===== src/rtl/zbus_master.sv =====
// Z80-style ZX-bus initiator: turns single-word host requests into T-state timed MREQ/IORQ read/write cycles.
// Optional /WAIT stretching is compiled in with `define ZBUS_MASTER_WAIT_EN (adds the zwait_n port).
module zbus_master #(
    parameter int unsigned TSTATE_DIV = 4
) (
    input  logic        fclk,
    input  logic        rst,
    input  logic        req,
    input  logic        req_we,
    input  logic        req_io,
    input  logic [15:0] req_addr,
    input  logic [7:0]  req_wdata,
    output logic        busy,
    output logic        done,
    output logic [7:0]  rdata,
    output logic [15:0] za,
    output logic [7:0]  zd_out,
    output logic        zd_oe,
    input  logic [7:0]  zd_in,
    output logic        zmreq_n,
    output logic        ziorq_n,
    output logic        zrd_n,
    output logic        zwr_n
`ifdef ZBUS_MASTER_WAIT_EN
    ,
    input  logic        zwait_n
`endif
);

    localparam int unsigned CNT_W = 4;
    localparam int unsigned ADDR_W = 16;
    localparam int unsigned DATA_W = 8;

    typedef enum logic [2:0] {
        IDLE = 3'd0,
        T1   = 3'd1,
        T2   = 3'd2,
        TWA  = 3'd3,
        TW   = 3'd4,
        T3   = 3'd5
    } state_t;

    state_t              state_q, state_d;
    logic [CNT_W-1:0]    cnt_q, cnt_d;
    logic                we_q, we_d;
    logic                io_q, io_d;
    logic [ADDR_W-1:0]   za_q, za_d;
    logic [DATA_W-1:0]   zd_out_q, zd_out_d;
    logic                zd_oe_q, zd_oe_d;
    logic [DATA_W-1:0]   rdata_q, rdata_d;
    logic                busy_q, busy_d;
    logic                done_q, done_d;
    logic                zmreq_n_q, zmreq_n_d;
    logic                ziorq_n_q, ziorq_n_d;
    logic                zrd_n_q, zrd_n_d;
    logic                zwr_n_q, zwr_n_d;

    logic                last_c;
    logic                wait_c;
    state_t              check_c;

    // Last fclk of the current T-state.
    assign last_c = (cnt_q == CNT_W'(TSTATE_DIV - 1));

`ifdef ZBUS_MASTER_WAIT_EN
    assign wait_c = ~zwait_n;
`else
    assign wait_c = 1'b0;
`endif

    // Destination after T2 (memory), TWA or TW: stretch while the bus holds /WAIT low.
    assign check_c = wait_c ? TW : T3;

    always_ff @(posedge fclk or posedge rst) begin
        if (rst) begin
            state_q   <= IDLE;
            cnt_q     <= '0;
            we_q      <= 1'b0;
            io_q      <= 1'b0;
            za_q      <= '0;
            zd_out_q  <= '0;
            zd_oe_q   <= 1'b0;
            rdata_q   <= '0;
            busy_q    <= 1'b0;
            done_q    <= 1'b0;
            zmreq_n_q <= 1'b1;
            ziorq_n_q <= 1'b1;
            zrd_n_q   <= 1'b1;
            zwr_n_q   <= 1'b1;
        end else begin
            state_q   <= state_d;
            cnt_q     <= cnt_d;
            we_q      <= we_d;
            io_q      <= io_d;
            za_q      <= za_d;
            zd_out_q  <= zd_out_d;
            zd_oe_q   <= zd_oe_d;
            rdata_q   <= rdata_d;
            busy_q    <= busy_d;
            done_q    <= done_d;
            zmreq_n_q <= zmreq_n_d;
            ziorq_n_q <= ziorq_n_d;
            zrd_n_q   <= zrd_n_d;
            zwr_n_q   <= zwr_n_d;
        end
    end

    always_comb begin
        state_d   = state_q;
        cnt_d     = cnt_q;
        we_d      = we_q;
        io_d      = io_q;
        za_d      = za_q;
        zd_out_d  = zd_out_q;
        zd_oe_d   = zd_oe_q;
        rdata_d   = rdata_q;
        busy_d    = busy_q;
        done_d    = 1'b0;
        zmreq_n_d = zmreq_n_q;
        ziorq_n_d = ziorq_n_q;
        zrd_n_d   = zrd_n_q;
        zwr_n_d   = zwr_n_q;

        if (state_q != IDLE) begin
            cnt_d = last_c ? '0 : cnt_q + CNT_W'(1);
        end

        case (state_q)
            IDLE: begin
                cnt_d   = '0;
                zd_oe_d = 1'b0;
                // The done cycle is also IDLE, so a held req chains straight into the next T1.
                if (req) begin
                    state_d = T1;
                    busy_d  = 1'b1;
                    we_d    = req_we;
                    io_d    = req_io;
                    za_d    = req_addr;
                    zd_oe_d = req_we;
                    if (req_we) begin
                        zd_out_d = req_wdata;
                    end
                end
            end
            T1: begin
                if (last_c) begin
                    state_d   = T2;
                    zmreq_n_d = io_q;
                    ziorq_n_d = ~io_q;
                    zrd_n_d   = we_q;
                    zwr_n_d   = ~we_q;
                end
            end
            T2: begin
                if (last_c) begin
                    state_d = io_q ? TWA : check_c;
                end
            end
            TWA, TW: begin
                if (last_c) begin
                    state_d = check_c;
                end
            end
            T3: begin
                if (last_c) begin
                    state_d   = IDLE;
                    busy_d    = 1'b0;
                    done_d    = 1'b1;
                    zmreq_n_d = 1'b1;
                    ziorq_n_d = 1'b1;
                    zrd_n_d   = 1'b1;
                    zwr_n_d   = 1'b1;
                    if (!we_q) begin
                        rdata_d = zd_in;
                    end
                end
            end
            default: begin
                state_d = IDLE;
            end
        endcase
    end

    assign busy    = busy_q;
    assign done    = done_q;
    assign rdata   = rdata_q;
    assign za      = za_q;
    assign zd_out  = zd_out_q;
    assign zd_oe   = zd_oe_q;
    assign zmreq_n = zmreq_n_q;
    assign ziorq_n = ziorq_n_q;
    assign zrd_n   = zrd_n_q;
    assign zwr_n   = zwr_n_q;

endmodule


===== config.mk =====
export PLATFORM = sky130hd
export DESIGN_NAME = zbus_master
export DESIGN_NICKNAME = d
export VERILOG_FILES = /design/src/rtl/zbus_master.sv
export SDC_FILE = /design/constraint.sdc
export NUM_CORES = 1
export LEC_CHECK = 0
export BUFFER_PORTS_ARGS = -buffer_cell sky130_fd_sc_hd__buf_2
export CORE_MARGIN = 3
export CORE_UTILIZATION = 25
export CTS_CLUSTER_DIAMETER = 150
export DETAILED_ROUTE_END_ITERATION = 7
export RECOVER_POWER = 25
export SETUP_SLACK_MARGIN = 0.1
export SLEW_MARGIN = 10
export SYNTH_ARGS = -nofsm -noshare
export SYNTH_HDL_FRONTEND = slang
export SYNTH_SLANG_ARGS = --single-unit

===== constraint.sdc =====
create_clock -name fclk -period 2.43 [get_ports fclk]
set_input_delay 0.486 -clock fclk [delete_from_list [all_inputs] [get_ports fclk]]
set_output_delay 0.486 -clock fclk [all_outputs]
set_load 0.01 [all_outputs]

==> metrics.md <==
| Metric | Value |
|---|---|
| Layout cell share with drive strength beyond 1 | 58.1% |
| Postcts setup bufs | 0 |
| Row Count | 30 |
| Crit share post-route | 77.0% |
| Int Pwr | 0.00214 W |
| RSZ-0062 raised after global routing | false |
| Critical Path Source Type | flip-flop |
| Final GP Congestion | 0.810 |
| Detail Route Antenna Nets | 0 |
| Commonest non-fill, non-tap cell in the layout | buf_2 |
| CTS Buffer Depth | 2 |
| Vias in the first global route | 1323 |
| Final hold vios | 0 |
| Ports | 76 |
| PD cells | 1260 nW/um2 |
| Sequential share of the synthesized area | 64.2% |
| Crit path time final | 1.87 ns |
| Die width | 92.7 um |
| First-pass GRT wire length | 6440 um |
| R2R Setup Slk | 0.56 ns |
| Synth unique cells | 28 |
| Die area | 8590 um2 |
| Setup CP Type | reg -> reg |
| Die H | 92.7 um |
| Total congestion overflow | 0 |
| Max VDD drop | 0.000449 V |
| Comb power frac | 35.4% |
| Via-per-instance ratio | 4.25 |
| Top cell type by total area after synthesis | dfrtp_1 |
| Sequential power share | 44.8% |
| Total CTS buffers | 5 |
| TritonCTS clock tree | done |
| Largest net degree at the start of global routing | 21 |
| Clk network pwr share | 19.7% |
| Number of synthesized register bits | 48 |
| Antenna diodes | 0 |
| Syn Nets | 172 |
| Cell area after layout | 2500 um2 |
| Port bufs | 75 |
| Final setup viols | 0 |
| Achievable Freq | 535 MHz |
| Switching power share of the total | 32.0% |
| Post-CTS sizing | 0 |
| Drt pass-1 iters | 4 |
| Psw | 0.00101 W |
| Post-synth top area share | 58.6% |
| Hold WC Path Type | in -> async |
| Worst Skew | 0.00626 ns |
| Leak pwr | 1.19 nW |
| Worst-Margin Slew | 1.00 ns |
| # nets final | 252 |
| Synthesis-to-layout area growth | 33.1% |
| Total of max-cap violations | 0 |
| Total global routing track utilization | 9.58% |
| Crit path capture type | flip-flop |
| Worst EP required | 2.61 ns |
| DRT Wirelength | 3860 um |
| Setup TNS | 0 ns |
| Fillers | 722 |
| Arrival time at the worst endpoint | 2.05 ns |
| Register-to-Register Path Depth | 3 |
| Core area | 7020 um2 |
| Seq. cell area | 1210 um2 |
| Syn Area/Cell | 14.0 um2 |
| Initial antenna violation count | 0 |
| Most frequent cells in the layout | 75 x buf_2, 44 x dfrtp_1, 34 x mux2_2 |
| Post-DR wirelength/cell | 12.4 um |
| Worst skew pair latency | 0.30 ns |
| Drc violations | 0 |
| Worst r2r src | state_q[2] |
| CP Max Fanout | 9 |
| # H-tree levels | 2 |
| Synth Cell Area | 1880 um2 |
| Post-synthesis cell count | 134 |
| Footprint of the multi-input gates | 623 um2 |
| Placed instance area | 2380 um2 |
| Via Count | 1322 |
| Max-slew violations | 0 |
| Synth top area cells | dfrtp_1 59%, mux2_2 20%, dfstp_2 5.6% |
| Clock slew seen by the registers of the worst setup and hold paths | 0.08 ns |
| Drt initial violations | 48 |
| Outcome | finished, final reports clean |
| Clk sinks | 48 |
| Synth Warn # | 0 |
| Root buffer cell | clkbuf_8 |
| Initial Utilization | 26.8% |
| Worst r2r dst | rdata[3] |
| Final HPWL DP | 2860 um |
| Hold Buf Count CTS | 0 |
| Rel. slew slack | 33.4% |
[stage by stage]
stage | hold WS, ns | instances | power, W | worst slack (ns) | util, %
detailed placement | 0.447 | 303 | 0.00256 | 0.582 | 33.9
floorplan | 0.444 | 134 | 0.00209 | 0.711 | -
global placement | 0.444 | 303 | 0.00254 | 0.628 | 33.9
finish | 0.199 | 311 | 0.00314 | 0.559 | 35.6
global route | 0.232 | 311 | 0.00339 | 0.463 | 35.6
CTS | 0.113 | 311 | 0.00320 | 0.562 | 35.7
[flip-flops by register name, indices dropped and copies added, names as in the netlist]
name and cells:
ziorq_n 1, zrd_n 1, busy 1, rdata 8
done 1, za 16, cnt_q 4, zmreq_n 1
zd_oe 1, zwr_n 1, state_q 3, zd_out 8
io_q 1, we_q 1
[cells in the mapped netlist (all sizes together)]
library cell	number
nor4b	1
a21oi	1
dfstp	4
o21bai	1
xor2	1
clkbuf	1
dfrtp	44
nand2b	1
nor4	1
buf	5
nor2b	1
nand2	6
mux2	34
ha	1
a31o	1
or4	1
inv	7
a2111oi	1
a211oi	1
nor3b	1
o22ai	1
o31ai	2
o21ai	6
nand3b	1
nor3	4
nand4bb	1
nand3	1
nor2	4
[per-layer routing]
layer | vias up | global-route usage [%] | share of wire (%) | wire [um]
li1 | 630 | - | - | -
met1 | 646 | 11.7 | 45 | 1720
met2 | 40 | 14.6 | 46 | 1790
met3 | 6 | 4.39 | 7.2 | 277
met4 | 0 | 4.03 | 1.8 | 69
met5 | - | 0 | 0 | 0
[layout make-up]
cell class | instances | area share (%)
Inverter | 7 | 1.05
Timing Repair Buffer | 79 | 15.9
Multi-Input combinational cell | 73 | 24.9
Tap cell | 96 | 4.80
Sequential cell | 48 | 48.2
Clock inverter | 1 | 1.20
Clock buffer | 7 | 3.85
[cell families (layout without fill, tap and decap cells)]
family | after synthesis | in the layout | share of synthesized area [%]
AND/OR/NAND/NOR | 23 | 23 | 6.60
AO/OA/AOI/OAI | 14 | 14 | 4.73
flip-flops | 48 | 48 | 64.2
buffers and inverters | 13 | 94 | 2.93
multiplexers | 34 | 34 | 20.4
adder cells (fa/ha/maj) | 1 | 1 | 0.666
XOR/XNOR | 1 | 1 | 0.466
[critical path: stages, from the launching register on]
cell     delay, ns
dfrtp_1       0.51
inv_1         0.19
or4_1         0.73
mux2_2        0.34
[worst max path at each step]
stage / from / endpoint
6_report: state_q[2] / rdata[3]
3_5_place_dp: state_q[2] / rdata[1]
3_3_place_gp: state_q[2] / rdata[6]
4_1_cts: state_q[2] / rdata[5]
2_1_floorplan: cnt_q[0] / rdata[0]
5_1_grt: state_q[2] / rdata[1]
[power by group through the flow]
stage | logic, W | registers (W) | clock network (W)
detailed placement | 0.00114 | 0.00143 | 0
floorplan | 0.000550 | 0.00154 | 0
CTS | 0.00114 | 0.00141 | 0.000647
finish | 0.00111 | 0.00141 | 0.000620
global route | 0.00123 | 0.00147 | 0.000688
global placement | 0.00112 | 0.00142 | 0
No activity file was read; power rests on OpenSTA's default activity.
